<file path="src/rtl/baud_tick_gen.sv">
// baud_tick_gen: baud-rate timing generator for the UART transceiver.
// Produces single-cycle clock-enable ticks in the sysclk domain instead of
// divided clocks: an oversampling tick, a per-bit baud tick and a mid-bit tick.
//
// Ports:
//   sysclk       - system clock, all logic on its rising edge
//   rst_n        - asynchronous active-low reset
//   enable       - high = counting, low = counters frozen
//   sync         - one-cycle pulse, restarts the bit phase (start-bit edge)
//   div_load     - one-cycle pulse, captures div_in as the next divisor
//   div_in       - new divisor (sample period - 1, in sysclk cycles)
//   sample_tick  - one pulse per oversample period
//   baud_tick    - one pulse per bit period
//   mid_tick     - one pulse at the bit centre
//   sample_idx   - sample position within the bit, 0..OVERSAMPLE-1
//   div_pending  - a loaded divisor is waiting for the next sample boundary
module baud_tick_gen #(
    parameter int unsigned CLK_HZ      = 100_000_000,
    parameter int unsigned OVERSAMPLE  = 16,
    parameter int unsigned DIV_W       = 16,
    parameter int unsigned DEFAULT_DIV = CLK_HZ / (9600 * OVERSAMPLE) - 1,
    parameter int unsigned IDX_W       = $clog2(OVERSAMPLE)
) (
    input  logic             sysclk,
    input  logic             rst_n,
    input  logic             enable,
    input  logic             sync,
    input  logic             div_load,
    input  logic [DIV_W-1:0] div_in,
    output logic             sample_tick,
    output logic             baud_tick,
    output logic             mid_tick,
    output logic [IDX_W-1:0] sample_idx,
    output logic             div_pending
);

    localparam logic [IDX_W-1:0] IDX_LAST = IDX_W'(OVERSAMPLE - 1);
    localparam logic [IDX_W-1:0] IDX_MID  = IDX_W'(OVERSAMPLE / 2);
    localparam logic [DIV_W-1:0] DIV_RST  = DIV_W'(DEFAULT_DIV);

    logic [DIV_W-1:0] cnt, cnt_d;
    logic [DIV_W-1:0] div_reg, div_reg_d;
    logic [DIV_W-1:0] div_nxt, div_nxt_d;
    logic [IDX_W-1:0] idx_d, idx_inc;
    logic             pend_d, sample_d, baud_d, mid_d;

    assign idx_inc = IDX_W'(sample_idx + 1'b1);

    // Next-state logic: sync restarts the phase; otherwise count, with divisor
    // changes deferred to a sample boundary so a period is never cut short.
    always_comb begin
        cnt_d     = cnt;
        idx_d     = sample_idx;
        div_reg_d = div_reg;
        div_nxt_d = div_nxt;
        pend_d    = div_pending;
        sample_d  = 1'b0;
        baud_d    = 1'b0;
        mid_d     = 1'b0;

        if (sync) begin
            cnt_d = '0;
            idx_d = '0;
            if (div_load) begin
                div_reg_d = div_in;
                div_nxt_d = div_in;
                pend_d    = 1'b0;
            end else if (div_pending) begin
                div_reg_d = div_nxt;
                pend_d    = 1'b0;
            end
        end else begin
            if (enable) begin
                if (cnt == div_reg) begin
                    cnt_d    = '0;
                    idx_d    = idx_inc;
                    sample_d = 1'b1;
                    baud_d   = (sample_idx == IDX_LAST);
                    mid_d    = (idx_inc == IDX_MID);
                    if (div_pending) begin
                        div_reg_d = div_nxt;
                        pend_d    = 1'b0;
                    end
                end else begin
                    cnt_d = DIV_W'(cnt + 1'b1);
                end
            end
            // A load in the same cycle as a boundary stays pending until the next one.
            if (div_load) begin
                div_nxt_d = div_in;
                if (enable) begin
                    pend_d = 1'b1;
                end else begin
                    div_reg_d = div_in;
                    pend_d    = 1'b0;
                end
            end
        end
    end

    // State and output registers.
    always_ff @(posedge sysclk or negedge rst_n) begin
        if (!rst_n) begin
            cnt         <= '0;
            div_reg     <= DIV_RST;
            div_nxt     <= DIV_RST;
            sample_idx  <= '0;
            div_pending <= 1'b0;
            sample_tick <= 1'b0;
            baud_tick   <= 1'b0;
            mid_tick    <= 1'b0;
        end else begin
            cnt         <= cnt_d;
            div_reg     <= div_reg_d;
            div_nxt     <= div_nxt_d;
            sample_idx  <= idx_d;
            div_pending <= pend_d;
            sample_tick <= sample_d;
            baud_tick   <= baud_d;
            mid_tick    <= mid_d;
        end
    end

endmodule

</file>
<file path="config.mk">
export PLATFORM = sky130hd
export DESIGN_NAME = baud_tick_gen
export DESIGN_NICKNAME = d
export VERILOG_FILES = /design/src/rtl/baud_tick_gen.sv
export SDC_FILE = /design/constraint.sdc
export NUM_CORES = 1
export LEC_CHECK = 0
export CAP_MARGIN = 20
export CORE_MARGIN = 8
export CORE_UTILIZATION = 57
export DETAILED_ROUTE_END_ITERATION = 12
export HOLD_SLACK_MARGIN = 0.1
export PLACE_DENSITY = 0.79
export SLEW_MARGIN = 20
export SYNTH_ARGS = -nofsm -noshare
export SYNTH_HDL_FRONTEND = slang
export SYNTH_SLANG_ARGS = --single-unit
</file>
<file path="constraint.sdc">
create_clock -name sysclk -period 1.99 [get_ports sysclk]
set_input_delay 0.597 -clock sysclk [delete_from_list [all_inputs] [get_ports sysclk]]
set_output_delay 0.597 -clock sysclk [all_outputs]
set_load 0.05 [all_outputs]
</file>
Word-level counts from Yosys, hierarchy flattened
Index checks and enable logic that the tools add are counted.
W data, S select, Z words.
Word-level totals
  flip-flop bits (word level): 56
  bits in latches: 0
  RAM bits: 0
  memory bits (read-only): 0
  output and inout bits: 8
  word-level logic and storage cells: 46
  memories: 0
Cells by class
  $add $sub $neg: 2
  $mul: 0
  div/mod/pow operators: 0
  magnitude comparators: 0
  equality and inequality tests: 3
  shifts and indexed selects: 0
  mux-type cells: 27
  bitwise logic cells: 0
  reduce and logical (&&, ||, !) cells: 6
Operators by type and width (count)
  $mux W16: 10
  $add A16 B1 Y16 const B: 1
  $eq A16 B16 Y1: 1
  $mux W1: 14
  $mux W4: 3
  $eq A4 B4 Y1 const B: 2
  $reduce_bool A3 Y1: 2
  $add A4 B1 Y4 const B: 1
  $reduce_and A2 Y1: 2
  $reduce_bool A2 Y1: 2

Depth between registers and ports, before layout
Gate-level depths: netlist of the first run.
  word-level depth: 6
  gate-level depth with buffers: 9

Worst setup path after synthesis of the first run
OpenSTA, ideal clock, no wires.
  path type: register to register
  start: register div_pending
  end: register div_reg[14]
  library setup time: 123 ps
  arrival time: 1852 ps
  slack: 15 ps
  cell stages (with the launch flop): 7
  period minus slack after synthesis: 1975 ps
  path through: dfrtp_1 -> clkbuf_1 -> buf_2 -> mux2_2 -> mux2i_1 -> a21oi_1 -> o221a_1
On the way
  longest elaborated chain between the ends: 6
  elaborated cells between the ends (all ways): 7
Ends and longest elaborated chain
  start, declared: RTL line 34  | output logic div_pending
  start signal, assigned: RTL line 117  | div_pending <= pend_d;
  $mux W16 *
  $mux W16: RTL line 74  | if (cnt == div_reg) begin
  $mux W16: RTL line 73  | if (enable) begin
  $mux W16: RTL line 91  | if (enable) begin
  $mux W16: RTL line 89  | if (div_load) begin
  $mux W16 *: RTL line 61  | if (sync) begin
  via div_reg_d[14]: RTL line 42  | logic [DIV_W-1:0] div_reg, div_reg_d;
  end signal, assigned: RTL line 114  | div_reg <= div_reg_d;
  end, declared: RTL line 42
The timed path passes the listed nets; every way through them passes the cells marked *.
A chain may end at the register's enable or synchronous reset.

Final worst setup path of the first run
  start: register cnt[4]
  end: register div_reg[2]
On the way
  longest elaborated chain between the ends: 6
Ends and longest elaborated chain
  start, declared: RTL line 41  | logic [DIV_W-1:0] cnt, cnt_d;
  start signal, assigned: RTL line 113  | cnt <= cnt_d;
  $eq A16 B16 Y1 *: RTL line 74
  $mux W16 *: RTL line 74
  $mux W16 *: RTL line 73
  $mux W16: RTL line 91
  $mux W16 *: RTL line 89
  $mux W16 *: RTL line 61
  via div_reg_d[2]: RTL line 42
Marks and branches as above.

==> results.toml, run 1 <==
[sta]
final.min_clock_period_ns = 1.96
setup_viol = 0
skew_ns = 0.0108
whs_ns = 0.277
slew_violations = 0
finalCritPeriodShare_pct = 98.6
rsz0062_at_grt = "true"
relSlewSlack_pct = 74.9
worst_pin_slew_ns = 0.377
max_freq_mhz = 510
hold_violations = 0

[floorplan]
die_area_um2 = 8160
dieHeight_um = 90.3
initial_utilization_pct = 57.9
coreArea_um2 = 5440
row_count = 27
die_w_um = 90.3
io-pin-count = 29

[global_route]
antenna_found_initial = 0
grt-ovfl-total = 0
top_usage_layer = "met2"
grt_max_degree = 30
grtUsageTotal_pct = 18.0
grt_pass1_wl_mm = 12.0
use_met1_pct = 23.2
grtUsageMet2_pct = 29.8
grt_pass1_vias = 2445
grtUsageMet3_pct = 2.58

[place]
globalplace.congestion = 0.807
place_hpwl_mm = 5.17
portBuffers = 28

[outcome]
status = "finished clean"

[final_layout]
mostFrequentLayoutCell = "dfrtp_1"
post-route-util_pct = 72.4
final_cell_mix = "dfrtp_1, buf_4, nor2_1, mux2_2, xor2_1"
n_antenna_cell = 0
drive_above_1_share_pct = 35.0
area_growth_pct = 25.0
nets = 366

[clocking]
numCtsBuffers = 5
clock_latency_ns = 0.31
clk_pin_slew_ns = 0.10
clock-root-buffer = "clkbuf_8"
ctsLongestPathBuffers = 2
clock_sinks = 56
cts_tree = "built"
htree_levels = 2

[yosys]
syn_area_um2 = 3150
yosysWarningCount = 0
ys_types = 48
yosysSeqAreaShare_pct = 44.8
synthCells = 283
synth_edf_count = 0
avgSynthCellArea_um2 = 11.1
synth_ff_type = "dfrtp_1"
ys_ff_latch = 56
synth_nets = 307
synthArstFlopShare_pct = 100

[critical_path]
slowest_delay_ns = 0.48
critPathRequiredTime_ns = 2.25
crit_chain = "xor2_2 -> nor4_4 -> nand4_2 -> buf_6 -> o21ai_4 -> clkbuf_16 -> o221a_2"
cp_num_buf_inv = 2
slowest_stage = "dfrtp_2"
cp_top_family = "simple AND/OR/NAND/NOR gates"
cp.arrival_ns = 2.22
end_kind = "flop"
start_kind = "flop"
worstPathMaxFanout = 7
path_class = "reg2reg"

[drt]
wl_per_cell_um = 18.6
wirelength_mm = 7.72
drt-pass1-iter-count = 4
vias = 2416
vias_per_cell = 5.82
postRouteAntennaNets = 0
drc_errors = 0
drt_iter0_drc = 189

[power]
powerDensity_nw_per_um2 = 633
p_leak_nw = 1.72
peakVddDrop_v = 0.000438

[hold_path]
hold_path.class = "in2async"

[run]
drv_cap = 0
==> routing by layer <==
metal,up-vias,wire [um]
li1,1143,-
met1,1203,3380
met2,60,3960
met3,10,268
met4,0,104
met5,-,0
==> cell usage after synthesis (3+ instances only) <==
master	number	share of area, %
nor4_2	3	1.2
xor2_1	23	6.4
nor2_1	34	4.1
xnor2_1	6	1.7
o221a_1	10	3.6
nor3_1	3	0.48
mux2i_1	17	5.4
dfrtp_1	48	38
inv_1	3	0.36
nand2_1	12	1.4
nand3_1	4	0.64
mux2_2	31	11
dfstp_2	8	6.7
o21ai_0	3	0.48
ha_1	3	1.2
clkbuf_1	8	0.95
nand4_1	4	0.79
a21oi_1	20	3.2
o221a_2	5	1.8
buf_2	3	0.48
==> path summary, 6_finish.rpt <==
kind | from | end | slack [ns] | cells after the start
worst max-delay path | cnt[4] | div_reg[2] | 0.03 | 7
worst min-delay path | rst_n | sample_idx[1] | 0.28 | 2
worst max register to register | cnt[4] | div_reg[2] | 0.03 | 7
worst min register to register | div_nxt[12] | div_nxt[12] | 0.52 | 1
max in group asynchronous | rst_n | div_reg[9] | 1.39 | 2
min in group sysclk | div_nxt[12] | div_nxt[12] | 0.52 | 1
==> per-stage QoR <==
stage / cell area [um2] / worst slack, ns / cells / setup TNS (ns) / power (mW)
2_1_floorplan: 3150 / 0.0150 / 283 / 0 / 1.61
3_3_place_gp: 3690 / -0.133 / 397 / -1.90 / 1.77
3_5_place_dp: 3690 / -0.166 / 397 / -2.51 / 1.79
4_1_cts: 3810 / 0.0139 / 406 / 0 / 2.46
5_1_grt: 3940 / -0.0307 / 415 / -0.251 / 2.60
6_report: 3940 / 0.0278 / 415 / 0 / 2.50
==> cell type report <==
cell class / instances / area (um2)
Multi-Input combinational cell: 208 / 1680
Fill cell: 377 / 1500
Sequential cell: 56 / 1410
Timing Repair Buffer: 67 / 639
Tap cell: 72 / 90.1
Clock buffer: 6 / 82.6
Clock inverter: 2 / 15.0
Inverter: 4 / 15.0
==> where the power goes <==
part           switching, mW  internal (mW)  leakage [nW]
Combinational          0.240          0.272         0.986
Clock                  0.387          0.283        0.0434
Sequential            0.0776           1.24         0.692
Total                  0.704           1.79          1.72
==> timing repair <==
action                     CTS  global route
pin swaps                    1             8
hold buffers                 0             0
gates resized for setup      0            10
gates cloned                 0             1
setup endpoints to repair   15            34
setup buffers                1             8
==> cell families (layout without fill, tap and decap cells) <==
family                     count (synthesis)  count (layout)  synth area share [%]
AOI/OAI and AO/OA                         51              51                  12.5
DFF                                       56              56                  44.8
and+or+nand+nor                           77              77                  13.8
adders and majority gates                  3               3                  1.19
muxes                                     48              48                  16.5
buffers and inverters                     19              79                  3.10
xor gates and xnor gates                  29              29                  8.06
No activity file was read; power rests on OpenSTA's default activity.
==> run 2, diff against run 1 <==
--- a/config.mk
+++ b/config.mk
@@ -9,7 +9,6 @@
 export CORE_MARGIN = 8
 export CORE_UTILIZATION = 57
 export DETAILED_ROUTE_END_ITERATION = 12
-export HOLD_SLACK_MARGIN = 0.1
 export PLACE_DENSITY = 0.79
 export SLEW_MARGIN = 20
 export SYNTH_ARGS = -nofsm -noshare
==> results of run 2 <==
Same layout as run 1: the final DEF is identical, and so are final timing and power.
==> patch 1: new RTL, flow settings as in run 2 <==
Change the parameter `DIV_W` from 16 to 24.
--- a/src/rtl/baud_tick_gen.sv
+++ b/src/rtl/baud_tick_gen.sv
@@ -18,5 +18,5 @@
     parameter int unsigned CLK_HZ      = 100_000_000,
     parameter int unsigned OVERSAMPLE  = 16,
-    parameter int unsigned DIV_W       = 16,
+    parameter int unsigned DIV_W       = 24,
     parameter int unsigned DEFAULT_DIV = CLK_HZ / (9600 * OVERSAMPLE) - 1,
     parameter int unsigned IDX_W       = $clog2(OVERSAMPLE)
Ports: changed (resized div_in); port bits go from 29 to 37. The function was not compared with the original's and may differ.
==> patch 1 against run 2 <==
  * The run now ends with setup timing left
  * Worst setup slack worse by 0.21 ns
  * Final area up 59%
  * Non-clock buffer count up 45
  * Count of clock-buffer cells in the layout up 3
  * Sequential share of layout area down 3.7 points
  * Sequential cell count up 24
  * Total power up 67%
  * Area after synthesis up 41%
  * Wire length up 88%
==> patch 1: results (changes against run 2) <==
| Metric | Value |
|---|---|
| Fraction of layout cells with a size suffix above 1 | 0.421 (was 0.350) |
| First-pass GRT wire length | 19.6 mm (was 12.0 mm) |
| M1 GR Usage | 0.259 (was 0.232) |
| Post-synth top cells | dfrtp_1, nor2_1, mux2_2 (unchanged) |
| Post CTS Setup Buffer Count | 2 (was 1) |
| Post-synth net total | 474 (was 307) |
| Delay of the slowest cell on the worst path | 0.44 ns (was 0.48 ns) |
| Vias in the first global route | 3931 (was 2445) |
| Post-synthesis mux area share | 0.129 (was 0.165) |
| # fillers | 380 (was 377) |
| Final HPWL DP | 8.29 mm (was 5.17 mm) |
| Multi-input logic area | 0.00274 sq mm (was 0.00168 sq mm) |
| GRT Util Overall | 0.221 (was 0.180) |
| Routed wl met3 | 1.25 mm (was 268 um) |
| Adder-cell share of the synthesized area | 0.00842 (was 0.0119) |
| TritonRoute pass-1 iters | 5 (was 4) |
| Met3 track demand over resource | 0.0539 (was 0.0258) |
| Worst setup path end | div_reg[7]$_DFF_PN1_ (was div_reg[2]$_DFF_PN0_) |
| Initial DRC Count | 372 (was 189) |
| Outcome | finished with violations (was finished clean) |
| DR WL/cell | 22.6 um (was 18.6 um) |
| Drt total wl | 14.5 mm (was 7.72 mm) |
| Cell total after placement | 616 (was 397) |
| Compound-Gate Fraction of Synth Area | 0.114 (was 0.125) |
| Fraction of area in non-clock buffers | 0.177 (was 0.162) |
| Clock network area share | 0.0388 (was 0.0248) |
| Synthesized netlist cell count | 442 (was 283) |
| H-tree Lvls | 3 (was 2) |
| Port Buffers | 36 (was 28) |
| Synth top area cells | dfrtp_1, mux2_2, xor2_1 (was dfrtp_1, mux2_2, dfstp_2) |
| Inverter count | 8 (was 4) |
| Largest net degree at the start of global routing | 43 (was 30) |
| Failing checks | setup timing |
| Delay-heaviest family, CP | simple AND/OR/NAND/NOR gates (unchanged) |
| Sink Count | 80 (was 56) |
| CP max FO | 21 (was 7) |
| Multi-input gates | 325 (was 208) |
| Drt via density | 6.61 (was 5.82) |
| DR WL met2 | 7.29 mm (was 3.96 mm) |
| Clk_lat worst skew | 0.36 ns (was 0.31 ns) |
| Worst R2R Start | div_reg[16]$_DFF_PN0_ (was cnt[4]$_DFFE_PN0P_) |
| Total power | 4.16 mW (was 2.50 mW) |
| Yosys cell types | 45 (was 48) |
| Final setup viols | 47 (was 0) |
| Reg power frac | 0.454 (was 0.527) |
| Fin worst setup slack | -0.180 ns (was 0.0278 ns) |
| Fraction of area in registers | 0.322 (was 0.359) |
| Peak supply drop | 0.550 mV (was 0.438 mV) |
| Resized cells post-CTS | 13 (was 0) |
| Skew final | 0.00872 ns (was 0.0108 ns) |
| Net Switching | 1.16 mW (was 0.704 mW) |
patch 1: changes by cell type after synthesis, sizes merged, moves of 10 or more:
cell           run 2  this run
nor4               6        34
dfrtp             48        72
nor2              34        55
a211oi             1        21
o22ai              1        21
clkbuf             8        26
o221a             15         0
mux2              31        45
a21oi             20         9
nand2             13        24
mux2i             17         7
patch 1: kinds of logic (layout without fill, tap and decap cells):
group,Yosys count,after routing
AOI/OAI and AO/OA,75,75
xor gates and xnor gates,43,43
adders and majority gates,3,3
buffers and inverters,37,136
DFF,80,80
muxes,52,52
and+or+nand+nor,152,152
patch 1: per-stage QoR:
step                      area [sq um]  hold WS (ns)  setup slack (ns)  setup TNS [ns]
after floorplan                   4460         0.301           0.00341               0
after global placement            5400         0.488            -0.260           -9.34
after detailed placement          5400         0.507            -0.354          -11.34
after CTS                         5730         0.160           -0.0455          -0.506
after global routing              6250         0.176            -0.183           -5.22
final                             6250         0.152            -0.180           -3.38
==> patch 2: new RTL, settings of run 2 <==
Made on the original files. Make the reset (`rst_n`) synchronous in one clocked block. Comments in the files are not updated.
--- a/src/rtl/baud_tick_gen.sv
+++ b/src/rtl/baud_tick_gen.sv
@@ -100,5 +100,5 @@
 
     // State and output registers.
-    always_ff @(posedge sysclk or negedge rst_n) begin
+    always_ff @(posedge sysclk) begin
         if (!rst_n) begin
             cnt         <= '0;
Behaviour: differs if rst_n is asserted again (counterexample within 4 cycles, from zero or initial values and one cycle with rst_n low); with rst_n held inactive, the same outputs for 4 cycles.
==> patch 2 against run 2 <==
  * Area after synthesis decreased by 3.4%
  * Sequential cell count unchanged
  * Count of clock-buffer cells in the layout increased by 2
  * Total power decreased by 9.5%
  * Maximum frequency increased by 2.2%
  * Final area decreased by 3.7%
  * Wire length increased by 8.0%
  * Worst setup slack improved by 0.043 ns
==> patch 2: results (changes against run 2) <==
| Metric | Value |
|---|---|
| Outcome | finished clean (unchanged) |
| Post-synth top cells | nor2_1, dfxtp_1, nand2_1 (was dfrtp_1, nor2_1, mux2_2) |
| Initial DRC Count | 160 (was 189) |
| Seq power | 1.21 mW (was 1.31 mW) |
| Share of flip-flops with an asynchronous set or reset | 0 (was 1.00) |
| Drt total wl | 8.33 mm (was 7.72 mm) |
| Synth top area cells | dfxtp_1, nor2_1, xor2_1 (was dfrtp_1, mux2_2, dfstp_2) |
| CP max stage cell | or4_1 (was dfrtp_2) |
| Final nets | 470 (was 366) |
| DR WL/cell | 16.1 um (was 18.6 um) |
| Peak supply drop | 0.379 mV (was 0.438 mV) |
| First-pass GRT wire length | 13.5 mm (was 12.0 mm) |
| CP max FO | 5 (was 7) |
| Initial antenna violation count | 0 (unchanged) |
| Delay of the slowest cell on the worst path | 0.51 ns (was 0.48 ns) |
| Pre-CTS setup slack | -0.292 ns (was -0.166 ns) |
| GP Congestion | 0.833 (was 0.807) |
| Cell total after placement | 503 (was 397) |
| Post-synth top flop | dfxtp_1 (was dfrtp_1) |
| Post-synth net total | 418 (was 307) |
| Register area share after synthesis | 0.368 (was 0.448) |
| Lkg Pwr | 1.47 nW (was 1.72 nW) |
| Gate power share | 0.179 (was 0.205) |
| Hold_ws | 0.474 ns (was 0.277 ns) |
| Skew final | 0.0102 ns (was 0.0108 ns) |
| # fillers | 424 (was 377) |
| Post-placement cell area | 0.00360 sq mm (was 0.00369 sq mm) |
| Worst r2r dst | sample_idx[3]$_SDFFE_PP0P_ (was div_reg[2]$_DFF_PN0_) |
| GRT Util Overall | 0.215 (was 0.180) |
| Slew HR | 0.736 (was 0.749) |
| R2R Setup Slk | 0.07 ns (was 0.03 ns) |
| Yosys cell types | 33 (was 48) |
| Worst R2R Start | div_reg[15]$_SDFF_PN0_ (was cnt[4]$_DFFE_PN0P_) |
| Final worst path period need | 1.92 ns (was 1.96 ns) |
| Synthesized netlist cell count | 395 (was 283) |
| Vias in the first global route | 2849 (was 2445) |
| Fraction of layout cells with a size suffix above 1 | 0.158 (was 0.350) |
| Final HPWL DP | 5.67 mm (was 5.17 mm) |
| Total power | 2.26 mW (was 2.50 mW) |
| FF-to-FF path depth | 5 (was 7) |
| Worst hold path class | flip-flop to flip-flop (was primary input to asynchronous set/reset pin) |
| Drt via density | 5.79 (was 5.82) |
==> patch 2: changes by cell type after synthesis, sizes merged, moves of 5 or more <==
| cell | run 2 | this run |
|---|---|---|
| nand2 | 13 | 46 |
| o31ai | 2 | 18 |
| nor2 | 34 | 61 |
| a21oi | 20 | 25 |
| o221a | 15 | 0 |
| dfxtp | 0 | 56 |
| mux2 | 31 | 0 |
| a21boi | 0 | 12 |
| o21ai | 4 | 47 |
| dfstp | 8 | 0 |
| dfrtp | 48 | 0 |
| clkbuf | 8 | 22 |
==> patch 2: layer usage <==
metal  vias to the layer above  share of wire  GRT usage
met3                        14          0.068     0.0368
met2                       121           0.48      0.345
met1                      1392           0.43      0.279
met4                         0          0.018     0.0876
li1                       1472              -          -
met5                         -              0          0
==> patch 2: logic make-up after synthesis <==
group | synth area share
XOR/XNOR | 0.0921
AO/OA/AOI/OAI | 0.227
multiplexers | 0.0427
AND/OR/NAND/NOR | 0.220
adder cells (fa/ha/maj) | 0.00822
flip-flops | 0.368
buffers and inverters | 0.0411
==> patch 2: layout make-up <==
type | count | area (sq um) | share of cell area
timing repair buffer | 73 | 638 | 0.168
multi-input combinational | 309 | 1840 | 0.486
tap | 70 | 87.6 | 0.0231
sequential | 56 | 1120 | 0.297
inverter | 2 | 7.51 | 0.00198
clock buffer | 8 | 90.1 | 0.0238
==> patch 2: what timing repair did <==
action | 4_1_cts | 5_1_grt
cloned | 0 | 1
setup endpoints to repair | 12 | 21
hold buffers | 0 | 0
hold endpoints to repair | 0 | 0
gates resized for setup | 1 | 10
setup buffers | 1 | 5
pin swaps | 1 | 4
==> patch 2: worst max-delay path, delay by kind of cell (launching register included) <==
kind            cells  cell delay, ns
compound gates      1            0.15
xor+xnor            1            0.13
flops               1            0.43
simple gates        3            1.14
